$ cat config.mk
export PLATFORM = sky130hd
export DESIGN_NAME = perceptron_serial_trainer
export DESIGN_NICKNAME = d
export VERILOG_FILES = /design/src/rtl/perceptron_serial_trainer.sv
export SDC_FILE = /design/constraint.sdc
export NUM_CORES = 1
export LEC_CHECK = 0
export CAP_MARGIN = 10
export CELL_PAD_IN_SITES_DETAIL_PLACEMENT = 2
export CELL_PAD_IN_SITES_GLOBAL_PLACEMENT = 2
export CORE_MARGIN = 2
export CORE_UTILIZATION = 34
export DETAILED_ROUTE_END_ITERATION = 8
export MAX_ROUTING_LAYER = met4
export PLACE_DENSITY = 0.79
export SKIP_LAST_GASP = 1
export SYNTH_ARGS = -nofsm -noshare
export SYNTH_HDL_FRONTEND = slang
export SYNTH_SLANG_ARGS = --single-unit
export TNS_END_PERCENT = 100
$ cat constraint.sdc
create_clock -name clk -period 4.8 [get_ports clk]
set_clock_uncertainty 0.2 [all_clocks]
set_input_delay 1.2 -clock clk [delete_from_list [all_inputs] [get_ports clk]]
set_output_delay 1.2 -clock clk [all_outputs]
set_load 0.1 [all_outputs]
$ cat src/rtl/perceptron_serial_trainer.sv
// Bit-serial perceptron with on-chip perceptron-rule training.
// One binary input is scanned per cycle against a signed weight into a
// saturating accumulator. The sum is then thresholded against a signed bias.
// In train mode a misclassification nudges the weights and bias by 1<<lr_shift.
module perceptron_serial_trainer #(
    parameter int N_IN      = 16,
    parameter int W_W       = 8,
    parameter int ACC_W     = 10,
    parameter int W_INIT    = 16,
    parameter int BIAS_INIT = -64,
    localparam int AW       = $clog2(N_IN + 1)
) (
    input  logic             clk,
    input  logic             rst_n,
    input  logic             start,
    input  logic [N_IN-1:0]  x,
    input  logic             train,
    input  logic             target,
    input  logic [2:0]       lr_shift,
    input  logic             wr_en,
    input  logic [AW-1:0]    wr_addr,
    input  logic [W_W-1:0]   wr_data,
    input  logic [AW-1:0]    rd_addr,
    output logic [W_W-1:0]   rd_data,
    output logic             busy,
    output logic             done,
    output logic             class_out,
    output logic [ACC_W-1:0] sum_out
);

    localparam int IW = $clog2(N_IN);
    // Update arithmetic is wide enough to hold any weight plus a step of up to 128.
    localparam int UW = ((W_W > 8) ? W_W : 8) + 2;

    localparam logic signed [UW-1:0]  WMAX      = UW'((1 << (W_W - 1)) - 1);
    localparam logic signed [UW-1:0]  WMIN      = ~WMAX;
    localparam logic signed [W_W-1:0] W_INIT_V  = W_W'(W_INIT);
    localparam logic signed [W_W-1:0] B_INIT_V  = W_W'(BIAS_INIT);

    localparam logic [2:0] S_IDLE   = 3'd0;
    localparam logic [2:0] S_SCAN   = 3'd1;
    localparam logic [2:0] S_DECIDE = 3'd2;
    localparam logic [2:0] S_UPDATE = 3'd3;
    localparam logic [2:0] S_BIAS   = 3'd4;
    localparam logic [2:0] S_DONE   = 3'd5;

    logic [2:0]               state_q, state_d;
    logic [IW-1:0]            idx_q, idx_d;
    logic [N_IN-1:0]          x_q, x_d;
    logic                     train_q, train_d;
    logic                     target_q, target_d;
    logic [2:0]               lr_q, lr_d;
    logic signed [ACC_W-1:0]  acc_q, acc_d;
    logic signed [ACC_W-1:0]  sum_q, sum_d;
    logic                     class_q, class_d;
    logic signed [W_W-1:0]    bias_q, bias_d;
    logic signed [W_W-1:0]    w_q [N_IN];
    logic signed [W_W-1:0]    w_d [N_IN];

    logic signed [ACC_W:0]    total;
    logic                     cls;

    // Accumulate one weight, clamping to the accumulator's signed range.
    function automatic logic signed [ACC_W-1:0] acc_add(
        input logic signed [ACC_W-1:0] a,
        input logic signed [W_W-1:0]   w
    );
        logic [ACC_W:0] s;
        s = {a[ACC_W-1], a} + {{(ACC_W + 1 - W_W){w[W_W-1]}}, w};
        if (s[ACC_W] != s[ACC_W-1])
            acc_add = s[ACC_W] ? {1'b1, {(ACC_W - 1){1'b0}}} : {1'b0, {(ACC_W - 1){1'b1}}};
        else
            acc_add = s[ACC_W-1:0];
    endfunction

    // Move a weight/bias up or down by 1<<sh, clamping to the weight range.
    function automatic logic signed [W_W-1:0] step_sat(
        input logic signed [W_W-1:0] v,
        input logic                  up,
        input logic [2:0]            sh
    );
        logic signed [UW-1:0] ext;
        logic signed [UW-1:0] stp;
        logic signed [UW-1:0] r;
        ext = {{(UW - W_W){v[W_W-1]}}, v};
        stp = UW'(1) << sh;
        r   = up ? (ext + stp) : (ext - stp);
        if (r > WMAX)
            step_sat = WMAX[W_W-1:0];
        else if (r < WMIN)
            step_sat = WMIN[W_W-1:0];
        else
            step_sat = r[W_W-1:0];
    endfunction

    // Threshold: accumulator plus bias at one extra bit, strictly positive means class 1.
    always_comb begin
        total = {acc_q[ACC_W-1], acc_q} + {{(ACC_W + 1 - W_W){bias_q[W_W-1]}}, bias_q};
        cls   = !total[ACC_W] && (total != '0);
    end

    // Next-state logic for the controller, datapath and weight store.
    always_comb begin
        state_d  = state_q;
        idx_d    = idx_q;
        x_d      = x_q;
        train_d  = train_q;
        target_d = target_q;
        lr_d     = lr_q;
        acc_d    = acc_q;
        sum_d    = sum_q;
        class_d  = class_q;
        bias_d   = bias_q;
        w_d      = w_q;
        case (state_q)
            S_IDLE: begin
                // A same-cycle write lands before the scan starts reading weights.
                if (wr_en) begin
                    if (wr_addr < AW'(N_IN))
                        w_d[wr_addr[IW-1:0]] = wr_data;
                    else if (wr_addr == AW'(N_IN))
                        bias_d = wr_data;
                end
                if (start) begin
                    x_d      = x;
                    train_d  = train;
                    target_d = target;
                    lr_d     = lr_shift;
                    acc_d    = '0;
                    idx_d    = '0;
                    state_d  = S_SCAN;
                end
            end
            S_SCAN: begin
                if (x_q[idx_q])
                    acc_d = acc_add(acc_q, w_q[idx_q]);
                if (idx_q == IW'(N_IN - 1)) begin
                    idx_d   = '0;
                    state_d = S_DECIDE;
                end else begin
                    idx_d = idx_q + 1'b1;
                end
            end
            S_DECIDE: begin
                sum_d   = acc_q;
                class_d = cls;
                idx_d   = '0;
                state_d = (train_q && (cls != target_q)) ? S_UPDATE : S_DONE;
            end
            S_UPDATE: begin
                if (x_q[idx_q])
                    w_d[idx_q] = step_sat(w_q[idx_q], target_q, lr_q);
                if (idx_q == IW'(N_IN - 1)) begin
                    idx_d   = '0;
                    state_d = S_BIAS;
                end else begin
                    idx_d = idx_q + 1'b1;
                end
            end
            S_BIAS: begin
                bias_d  = step_sat(bias_q, target_q, lr_q);
                state_d = S_DONE;
            end
            S_DONE: begin
                state_d = S_IDLE;
            end
            default: begin
                state_d = S_IDLE;
            end
        endcase
    end

    // Controller and datapath registers with synchronous active-low reset.
    always_ff @(posedge clk) begin
        if (!rst_n) begin
            state_q  <= S_IDLE;
            idx_q    <= '0;
            x_q      <= '0;
            train_q  <= 1'b0;
            target_q <= 1'b0;
            lr_q     <= '0;
            acc_q    <= '0;
            sum_q    <= '0;
            class_q  <= 1'b0;
            bias_q   <= B_INIT_V;
        end else begin
            state_q  <= state_d;
            idx_q    <= idx_d;
            x_q      <= x_d;
            train_q  <= train_d;
            target_q <= target_d;
            lr_q     <= lr_d;
            acc_q    <= acc_d;
            sum_q    <= sum_d;
            class_q  <= class_d;
            bias_q   <= bias_d;
        end
    end

    // One register per weight so every weight returns to its initial value on reset.
    generate
        for (genvar gi = 0; gi < N_IN; gi++) begin : g_w
            always_ff @(posedge clk) begin
                if (!rst_n)
                    w_q[gi] <= W_INIT_V;
                else
                    w_q[gi] <= w_d[gi];
            end
        end
    endgenerate

    // Combinational readback of weights and bias; unmapped addresses read zero.
    always_comb begin
        rd_data = '0;
        if (rd_addr < AW'(N_IN))
            rd_data = w_q[rd_addr[IW-1:0]];
        else if (rd_addr == AW'(N_IN))
            rd_data = bias_q;
    end

    assign busy      = (state_q != S_IDLE);
    assign done      = (state_q == S_DONE);
    assign class_out = class_q;
    assign sum_out   = sum_q;

endmodule

After elaboration in Yosys (flattened, before gate mapping):

Index checks and enable logic that the tools add are counted.

* register bits after elaboration: 185
* bits of input ports: 43
* output and inout bits: 21
* logic and storage cells: 132

* add/subtract/negate cells: 7
* order comparisons: 12
* equal/unequal tests: 19
* shift operators: 1
* muxes and demuxes: 45
* bitwise logic cells: 3
* reductions and logical operators: 19

Operators by type and width (count)
* $mux W128: 3
* $bwmux W128: 2
* $pmux W128 S2: 1
* $mux W8: 17
* $bmux W8 S4: 2
* $demux W8 S4: 2
* $mux W10: 6
* $add A10 B8 Y11: 2
* $add A8 B10 Y10: 2
* $gt A10 B8 Y1 const B: 2
* $lt A10 B8 Y1 const B: 2
* $pmux W10 S2: 1
* $sub A8 B10 Y10: 2
* $ne A2 B2 Y1 const B: 9
* $pmux W8 S2: 1
* $ge A5 B5 Y1 const B: 3
* $not A4 Y5: 3
* $pmux W3 S5: 1
* $mux W3: 4
* $pmux W4 S3: 1
* $reduce_bool A11 Y1: 1
* $eq A5 B5 Y1 const B: 2
* $lt A5 B1 Y1 const B: 2
* $lt A5 B5 Y1 const B: 2
* 20 further kinds: 33

Depth between registers and ports, before layout:

* word-level depth: 14
* gate-level depth with buffers: 18
* gate-level depth less buffers: 16

Worst setup path before layout:

OpenSTA, ideal clock, no wires.

* path kind: in2out
* start point: input port rd_addr[1]
* end point: output port rd_data[0]
* data arrival time: 4.792 ns
* required time: 3.400 ns
* slack: -1.392 ns
* stages: 7
* buffers on the path: 3
* cell sequence: clkbuf_1 > clkbuf_1 > clkbuf_1 > mux4_2 > mux4_2 > inv_1 > o21ai_0

* word-level cells in the longest chain between the ends: 5
* elaborated cells on any way between the ends: 8
* those cells by class: order compare (1); eq/ne (1); mux (5); bitwise (1)

Ends and longest elaborated chain
* start: declaration: RTL line 23 `input logic [AW-1:0] rd_addr,`
* $not A4 Y5 (not written as such): RTL line 216 `rd_data = w_q[rd_addr[IW-1:0]];`
* $bmux W8 S4: RTL line 216
* $mux W8 (not written as such) (2 in a row): RTL line 216
* $mux W8 (*): RTL line 215 `if (rd_addr < AW'(N_IN))`
* end: declaration: RTL line 24 `output logic [W_W-1:0] rd_data,`

Every way passes the cells marked *; elsewhere a longest branch is shown, timed or not. The select of a mux whose other input is x is not followed.

Worst setup path in the final report:

* start point: register idx_q[0]
* end point: register w_q[102] (netlist name)

* word-level cells in the longest chain between the ends: 14
* elaborated cells on any way between the ends: 25
* those cells by class: add/sub (2); order compare (4); eq/ne (1); mux (15); bitwise (1); reduce/logical (2)

Ends and longest elaborated chain
* start: declaration: RTL line 48 `logic [IW-1:0] idx_q, idx_d;`
* start signal: assignment: RTL line 188 `idx_q <= idx_d;`
* $not A4 Y5 (not written as such): RTL line 152 `w_d[idx_q] = step_sat(w_q[idx_q], target_q, lr_q);`
* $bmux W8 S4: RTL line 152
* $mux W8 (not written as such) (2 in a row): RTL line 152
* $sub A8 B10 Y10 / $add A8 B10 Y10 (equally long branches): RTL line 87 `r = up ? (ext + stp) : (ext - stp);`
* $mux W10: RTL line 87
* $lt A10 B8 Y1: RTL line 90 `else if (r < WMIN)`
* $mux W8: RTL line 90
* $mux W8: RTL line 88 `if (r > WMAX)`
* $mux W8: RTL line 151 `if (x_q[idx_q])`
* $mux W8: RTL line 115 `case (state_q)`
* $bwmux W128: RTL line 152
* $mux W128: RTL line 151
* $pmux W128 S2: RTL line 115
* end signal: indexed assignment: RTL line 207 `w_q[gi] <= w_d[gi];`
* end: declaration: RTL line 57 `logic signed [W_W-1:0] w_q [N_IN];`

Parallel ways exist; a longest one is shown, timed or not. The select of a mux whose other input is x is not followed.
A chain may end at the register's enable or synchronous reset.

==> flow_metrics.tcl <==
set metrics [dict create \
    die_area_um2 37860 \
    period_share_pct 100.0 \
    pwr-share-comb_pct 25.1 \
    max_freq_mhz 208.3 \
    grt_max_degree 67 \
    async_reset_ff_share_pct 0 \
    antenna_found_initial 4 \
    r2r_start "idx_q[0]" \
    core_area_um2 35660 \
    pre_cts_ws_ns -0.01030 \
    cts_made_buffers 17 \
    switching_share_pct 34.04 \
    grt_pass1_vias 13400 \
    setup_slack_ns -0.00001465 \
    hp-start "x_q[4]" \
    routedWlPerCell_um 27.80 \
    grt-ovfl-total 0 \
    clkPwrFrac_pct 36.7 \
    seq_power_share_pct 38.2 \
    floorplan.initialDensity_pct 34.63 \
    grt_pass1_wl_um 83360 \
    yosysWarnings 0 \
    synth_cell_types 70 \
    cts_tree "done" \
    hold_path_class "flop to flop" \
    r2r_slack_ns -0.00001 \
    finalSetupTns_ns -0.00001465 \
    areaGrowthSynthToFinish_pct 19.89 \
    maxSlewHeadroom_pct 15.88 \
    met2_usage_pct 47.05 \
    outcome "finished with violations" \
    tightest_slew_ns 1.258 \
    regToRegEndpoint "w_q[102]" \
    core.rowCount 69 \
    hold_viol 0 \
    cp.arrival_ns 4.98 \
    clock_latency_ns 0.47 \
    busiest_layer "met2" \
    die_w_um 194.6 \
    critPathRequiredTime_ns 4.98 \
    min_period_ns 4.800 \
    min_path_cells 2 \
    internal_power_mw 2.738 \
    cts.sinks 185 \
    ys_ff_latch 185 \
    worstHoldEndpoint "x_q[4]" \
    syn_nets 1528 \
    drtIter0Drc 1081 \
    fin_nets 1588 \
    antenna_left 0 \
    clockRootBuffer "clkbuf_16" \
    yosysSeqAreaShare_pct 29.99 \
    route.detailed.drc 0 \
    routabilityCongestion 0.9586 \
    avgSynthCellArea_um2 8.593 \
    dr_total_vias 12760 \
    maxSlewViolCount 0 \
    synth_ff_type "dfxtp_1" \
    grtUsageMet1_pct 37.74 \
    ios 64 \
    synth_area_leaders "dfxtp_1, mux4_2, nand2_1" \
    p_total_mw 4.151 \
    yosysTopAreaCell "dfxtp_1" \
    setup_viol 1 \
    ys_top_cells_by_count "nand2_1, dfxtp_1, o21ai_0" \
    ir_drop_uv 287.6 \
    dp_hpwl_um 38870 \
    syn-cell-area_um2 12350 \
    max-cap-violations 0 \
    hold_buffers 0 \
    crit_type "flop to flop" \
    reg2reg_depth 14 \
    rsz0062_at_grt "yes" \
    grt_usage_pct 29.64 \
    cp-end-kind "flop" \
    clkTransAtPathRegs_ns 0.08 \
    htree_levels 4 \
    syn_inst 1437 \
    p_switching_mw 1.413 \
    powerDensity_nw_per_um2 280.4 \
    final_util_pct 41.52 \
    drive_gt1_share_pct 17.88 \
    synth_top_area_share_pct 29.99 \
    crit_fanout 16 \
    violations "negative setup slack" \
    leakage_nw 5.049 \
    synth_edf_count 0 \
    drt-pass1-iter-count 5 \
    die_y_um 194.6 \
    grt_use_met3_pct 4.772 \
    synth_most_common_cell "nand2_1" \
    startpoint_type "flop" \
    io_buffers 63 \
    clockBufferDepth 2 \
    drt-vias-per-instance 6.455 \
    drt_wl_total_um 54960 \
]
## critical path, stage by stage (launching register included)
cell      delay (ns)
dfxtp_4         0.41
buf_4           0.16
mux4_2          0.59
mux4_2          0.56
ha_2            0.36
o211a_1         0.28
a211oi_4        0.34
o21bai_2        0.12
a221o_2         0.47
xnor2_4         0.31
buf_6           0.15
o22ai_2         0.09
buf_12          0.18
o2bb2a_1        0.30
a21oi_1         0.21
## metal layers
layer	wire (µm)	vias up	part of all wire, %
met5	0	-	0
met1	22740	6566	41
li1	-	5529	-
met2	26200	544	48
met4	2082	0	3.8
met3	3941	123	7.2
## how the worst max path moves through the flow
stage / startpoint / end / slack, ns / cells after the start
2_1_floorplan: idx_q[0] / w_q[109] / 0.02 / 15
3_3_place_gp: idx_q[0] / w_q[68] / 0.14 / 12
3_5_place_dp: idx_q[0] / w_q[76] / -0.01 / 12
4_1_cts: idx_q[0] / w_q[69] / 0.0009 / 14
5_1_grt: idx_q[0] / w_q[102] / -0.12 / 14
6_report: idx_q[0] / w_q[102] / -0.00001 / 14
## registers in the layout (all words and copies together) (netlist names)
name / flops
sum_out: 10
bias_q: 8
class_out: 1
lr_q: 3
train_q: 1
target_q: 1
acc_q: 10
idx_q: 4
state_q: 3
w_q: 128
x_q: 16
## cell type report
cell class / instances / area (µm²)
Timing Repair Buffer: 160 / 1530
Tap cell: 461 / 576.8
Sequential cell: 185 / 3709
Antenna cell: 6 / 15.01
Inverter: 39 / 146.4
Fill cell: 3915 / 20850
Clock inverter: 14 / 162.7
Multi-Input combinational cell: 1094 / 8225
Clock buffer: 18 / 439.2
## kinds of logic after synthesis
| kind of cell | share of synthesized area (%) |
|---|---|
| AOI/OAI and AO/OA | 26.23 |
| xor gates and xnor gates | 2.493 |
| adders and majority gates | 5.107 |
| buffers and inverters | 5.076 |
| DFF | 29.99 |
| muxes | 15.71 |
| and+or+nand+nor | 15.39 |
## power by group through the flow
stage          clock, mW  combinational (mW)  sequential [mW]
6_report            1.53                1.04             1.58
4_1_cts             1.54               0.939             1.58
3_5_place_dp           0               0.919             1.62
2_1_floorplan          0               0.549             1.60
3_3_place_gp           0               0.886             1.62
5_1_grt             1.61                1.09             1.59
## layout by cell type (no fill, tap or decap), drive strengths merged, types with 44 or more instances in the layout
| master | count |
|---|---|
| a21oi | 108 |
| a31oi | 61 |
| a32oi | 46 |
| buf | 106 |
| clkdlybuf4s50 | 52 |
| dfxtp | 185 |
| ha | 44 |
| mux4 | 85 |
| nand2 | 200 |
| nand3 | 44 |
| nor2 | 73 |
| o21ai | 149 |
## per-stage QoR
step	instance area, µm²	cells	hold slack (ns)
after CTS	14560	1957	0.2741
final	14800	1977	0.2711
after floorplan	12450	1437	0.2402
after global routing	14800	1977	0.3050
after global placement	13930	1923	0.2495
after detailed placement	13930	1923	0.2636
## repair_timing
item / 4_1_cts / 5_1_grt
buffers inserted: 2 / 12
endpoints found under the setup margin: 6 / 121
gates cloned: 0 / 2
pin swaps: 1 / 8
resized for setup: 1 / 24
No activity file was read; power rests on OpenSTA's default activity.
==> RTL change 1: new RTL, config.mk and constraints unchanged <==
The parameter `N_IN` goes from 16 to 32.
--- a/src/rtl/perceptron_serial_trainer.sv
+++ b/src/rtl/perceptron_serial_trainer.sv
@@ -5,3 +5,3 @@
 module perceptron_serial_trainer #(
-    parameter int N_IN      = 16,
+    parameter int N_IN      = 32,
     parameter int W_W       = 8,
Ports: changed (resized rd_addr, wr_addr and x); port bits go from 64 to 82. The function was not compared with the original's and may differ.
==> RTL change 1 against the original RTL <==
- the flow still finishes with violations (negative setup slack)
- critical path type unchanged
- critical path depth up 3
- sequential share of layout area fell by 1.2 points
- power grew 110%
- sequential cell count increased by 145
- worst setup slack lost 190 ps
- critical endpoint is now w_q[196]
- design area increased by 88%
- core utilization up 2.6 points
- area after synthesis increased by 75%
- routed wire length grew 140%
==> RTL change 1: results (changes against the original RTL) <==
Drt
  • WL final: 133.7 mm (was 54.96 mm)
  • Vias: 25840 (was 12760)

Synth
  • Post-synthesis sequential area ratio: 0.3053 (was 0.2999)
  • Commonest cells post-synth: 394 x a21oi_1, 330 x dfxtp_1, 283 x nand2_1 (was 200 x nand2_1, 185 x dfxtp_1, 149 x o21ai_0)
  • Synth unique cells: 75 (was 70)
  • Adder-Cell Fraction of Synth Area: 0.02972 (was 0.05107)
  • Synth area leaders: dfxtp_1 31%, mux4_2 14%, a21oi_1 9.1%, nand2_1 4.9%, o221ai_1 4.8% (was dfxtp_1 30%, mux4_2 15%, nand2_1 6.1%, o21ai_0 6.0%, ha_1 4.5%)

Final layout
  • Area growth from synthesis to layout: 28.28% (was 19.89%)
  • Clock network area share: 0.05405 (was 0.04065)
  • Signal buffers: 401 (was 160)
  • Area of the multi-input gates: 0.01442 sq mm (was 0.008225 sq mm)
  • Share of cells above drive strength 1: 0.2285 (was 0.1788)
  • FILL cells: 6800 (was 3915)
  • Storage cell area: 0.006614 sq mm (was 0.003709 sq mm)

Clock tree
  • Post-CTS sizing: 29 (was 1)
  • H-tree Lvls: 2 (was 4)
  • # clock sinks: 330 (was 185)

Timing
  • WHS: 257.3 ps (was 271.1 ps)
  • PnR worst setup slack: -187.3 ps (was -0.01465 ps)
  • Setup TNS: -19140 ps (was -0.01465 ps)
  • Setup violators final: 224 (was 1)

Outcome
  • Status: finished with violations (unchanged)
  • Violated checks: negative setup slack (unchanged)

Place
  • Buffers on Ports: 81 (was 63)
  • Dpl hpwl: 86.15 mm (was 38.87 mm)
  • Worst slack, placed: -342.1 ps (was -10.30 ps)

GRT
  • GRT Util Overall: 0.3859 (was 0.2964)

Setup path
  • Crit Path Max Fanout: 17 (was 16)
## RTL change 1: cell count changes in the layout (fill, tap and decap cells not counted), moves of 46 or more
cell | before | now
mux4_2 | 84 | 136
buf_4 | 87 | 266
nor2_1 | 69 | 170
a21oi_1 | 106 | 389
dfxtp_1 | 183 | 328
mux2i_1 | 1 | 70
nand2_1 | 199 | 281
o221ai_1 | 2 | 118
a32oi_1 | 46 | 0
## RTL change 1: path summary, 6_finish.rpt
| path | startpoint | end | depth (start not counted) |
|---|---|---|---|
| max | idx_q[3] | w_q[196] | 17 |
| min | sum_out[4] | sum_out[4] | 2 |
| max reg2reg | idx_q[3] | w_q[196] | 17 |
| min reg2reg | sum_out[4] | sum_out[4] | 2 |
## RTL change 1: layer usage
layer,global-route usage,part of all wire,vias up
li1,-,-,10280
met1,0.4525,0.37,13170
met2,0.6042,0.45,1776
met3,0.09035,0.10,616
met4,0.2260,0.074,0
met5,-,0,-
==> RTL change 2: new RTL, same flow settings <==
Without the edit above. Put a register stage on the output `rd_data`. The value now appears one clock later. The other outputs are not delayed to match.
--- a/src/rtl/perceptron_serial_trainer.sv
+++ b/src/rtl/perceptron_serial_trainer.sv
@@ -46,2 +46,4 @@
 
+    logic [W_W-1:0] rd_data_d;
+
     logic [2:0]               state_q, state_d;
@@ -213,7 +215,7 @@
     always_comb begin
-        rd_data = '0;
+        rd_data_d = '0;
         if (rd_addr < AW'(N_IN))
-            rd_data = w_q[rd_addr[IW-1:0]];
+            rd_data_d = w_q[rd_addr[IW-1:0]];
         else if (rd_addr == AW'(N_IN))
-            rd_data = bias_q;
+            rd_data_d = bias_q;
     end
@@ -225,2 +227,6 @@
 
+    always_ff @(posedge clk) begin
+        rd_data <= rd_data_d;
+    end
+
 endmodule
Formal check against the unedited RTL: not equivalent (Yosys sat finds a counterexample within 4 cycles, from zero or initial values and one cycle with rst_n low).
==> RTL change 2 against the original RTL <==
- count of clock-buffer cells in the layout stayed put
- die area increased by 6.8%
- core utilization decreased by 3.0 points
- worst setup slack improved by 190 ps
- area after synthesis increased by 6.9%
- clock power down 5%
- sequential cell count increased by 8
- routed wire length fell by 6.0%
- design area grew 0.18%
- power is 4.3% lower
- synthesized cell count is 2.6% higher
- combinational power is 16% lower
==> RTL change 2: results (changes against the original RTL) <==
Clock tree
  • H-tree Lvls: 4 (unchanged)
  • CTS Buf Count: 17 (unchanged)
  • CTS root buf: clkbuf_16 (unchanged)
  • Clk Latency, worst-skew pair: about 480 ps
  • Clk slew on worst S/H paths: 90 ps
  • Longest Clk Path Bufs: 2 (unchanged)

Run
  • MaxCap Viol Count: 0 (unchanged)

Synth
  • Synth unique cells: 80 (was 70)
  • Adder-Cell Fraction of Synth Area: 0.04853 (was 0.05107)
  • Yosys warning count: 0 (unchanged)
  • Post-synthesis xor/xnor area fraction: 0.02294 (was 0.02493)
  • Mux cell area share after synthesis: 0.1596 (was 0.1571)
  • Post-synthesis sequential area ratio: 0.2927 (was 0.2999)
  • Net Count, Synth: 1566 (was 1528)
  • Most used DFF post-synth: dfxtp_1 (unchanged)
  • Synth area leaders: dfxtp_1 29%, mux4_2 13%, ha_1 4.2%, nand2_1 4.0%, a31oi_1 3.6% (was dfxtp_1 30%, mux4_2 15%, nand2_1 6.1%, o21ai_0 6.0%, ha_1 4.5%)
  • FFs w/ async S/R, synth: 0 (unchanged)
  • Commonest cells post-synth: 193 x dfxtp_1, 141 x nand2_1, 96 x nor2_1 (was 200 x nand2_1, 185 x dfxtp_1, 149 x o21ai_0)
  • Post-synthesis compound-gate area fraction: 0.2525 (was 0.2623)

Drt
  • DRT Pass-1 Iters: 5 (unchanged)
  • Vias per std cell: 6.166 (was 6.455)
  • Initial drt markers: 830 (was 1081)
  • WL final: 51.66 mm (was 54.96 mm)

GRT
  • GRT Util Overall: 0.2662 (was 0.2964)
  • Pin count of the biggest net entering global routing: 90 (was 67)
  • Antenna violations before repair: 0 (was 4)
  • Vias in the first global route: 13730 (was 13400)
  • Global-route wire length before repair: 81.38 mm (was 83.36 mm)

Power
  • Peak supply drop: 0.2738 mV (was 0.2876 mV)
  • Leak pwr: 0.005168 uW (was 0.005049 uW)

Place
  • Dpl hpwl: 38.83 mm (was 38.87 mm)
  • Worst slack, placed: -71.30 ps (was -10.30 ps)
  • RePlAce Congestion: 0.8944 (was 0.9586)
  • Buffers on Ports: 63 (unchanged)

Setup path
  • CP arrival: 4760 ps (was 4980 ps)
  • Crit Path Max Fanout: 13 (was 16)

Timing
  • Worst-margin pin slew: 1182 ps (was 1258 ps)

Final layout
  • Share of cells above drive strength 1: 0.1381 (was 0.1788)
  • Antenna diodes: 0 (was 6)
  • Top Registers: w_q (128), x_q (16) (unchanged)

Outcome
  • Status: complete, no violations (was finished with violations)

Worst hold path
  • Hold WC Path Type: flip-flop to flip-flop (unchanged)
## RTL change 2: worst paths after layout
| kind | start | to | slack, ps | depth (start not counted) |
|---|---|---|---|---|
| worst max-delay path | idx_q[0] | w_q[16] | 190 | 14 |
| worst min-delay path | x_q[0] | x_q[0] | 270 | 2 |
| worst max register to register | idx_q[0] | w_q[16] | 190 | 14 |
| worst min register to register | x_q[0] | x_q[0] | 270 | 2 |
## RTL change 2: timing repair
item	4_1_cts	5_1_grt
buffers inserted	0	0
gates resized for setup	6	6
setup endpoints to repair	62	40
pin swaps	0	1
## RTL change 2: worst max-delay path, stage by stage, from the launching register on
cell and delay [ps]:
dfxtp_4 480, buf_4 240, mux4_2 520, mux4_2 530
ha_1 270, inv_1 80, fa_1 200, nand2b_1 150
a21oi_1 130, o31a_1 350, nor3b_1 250, o21ai_1 190
a31oi_1 450, buf_4 320, o31ai_1 120
## RTL change 2: where the power goes
part	internal [uW]	switching (uW)
clock network	698	755
registers	1620	27.7
logic	288	584
## RTL change 2: layout make-up
class / count / area [sq um]
Clock inverter: 13 / 118.9
Fill cell: 4262 / 23640
Sequential cell: 193 / 3871
Inverter: 47 / 176.4
Clock buffer: 18 / 439.2
Timing Repair Buffer: 108 / 989.7
Tap cell: 518 / 648.1
Multi-Input combinational cell: 1127 / 8587
## RTL change 2: metrics by stage
| step | std cells | area, sq um |
|---|---|---|
| floorplan | 1475 | 13200 |
| global placement | 1993 | 14240 |
| detailed placement | 1993 | 14240 |
| CTS | 2024 | 14810 |
| global route | 2024 | 14830 |
| finish | 2024 | 14830 |
## RTL change 2: metal layers
metal | track usage | routed length (um)
met2 | 0.4617 | 26310
met4 | 0.09894 | 1609
met1 | 0.3116 | 21570
met3 | 0.03977 | 2166
met5 | - | 0
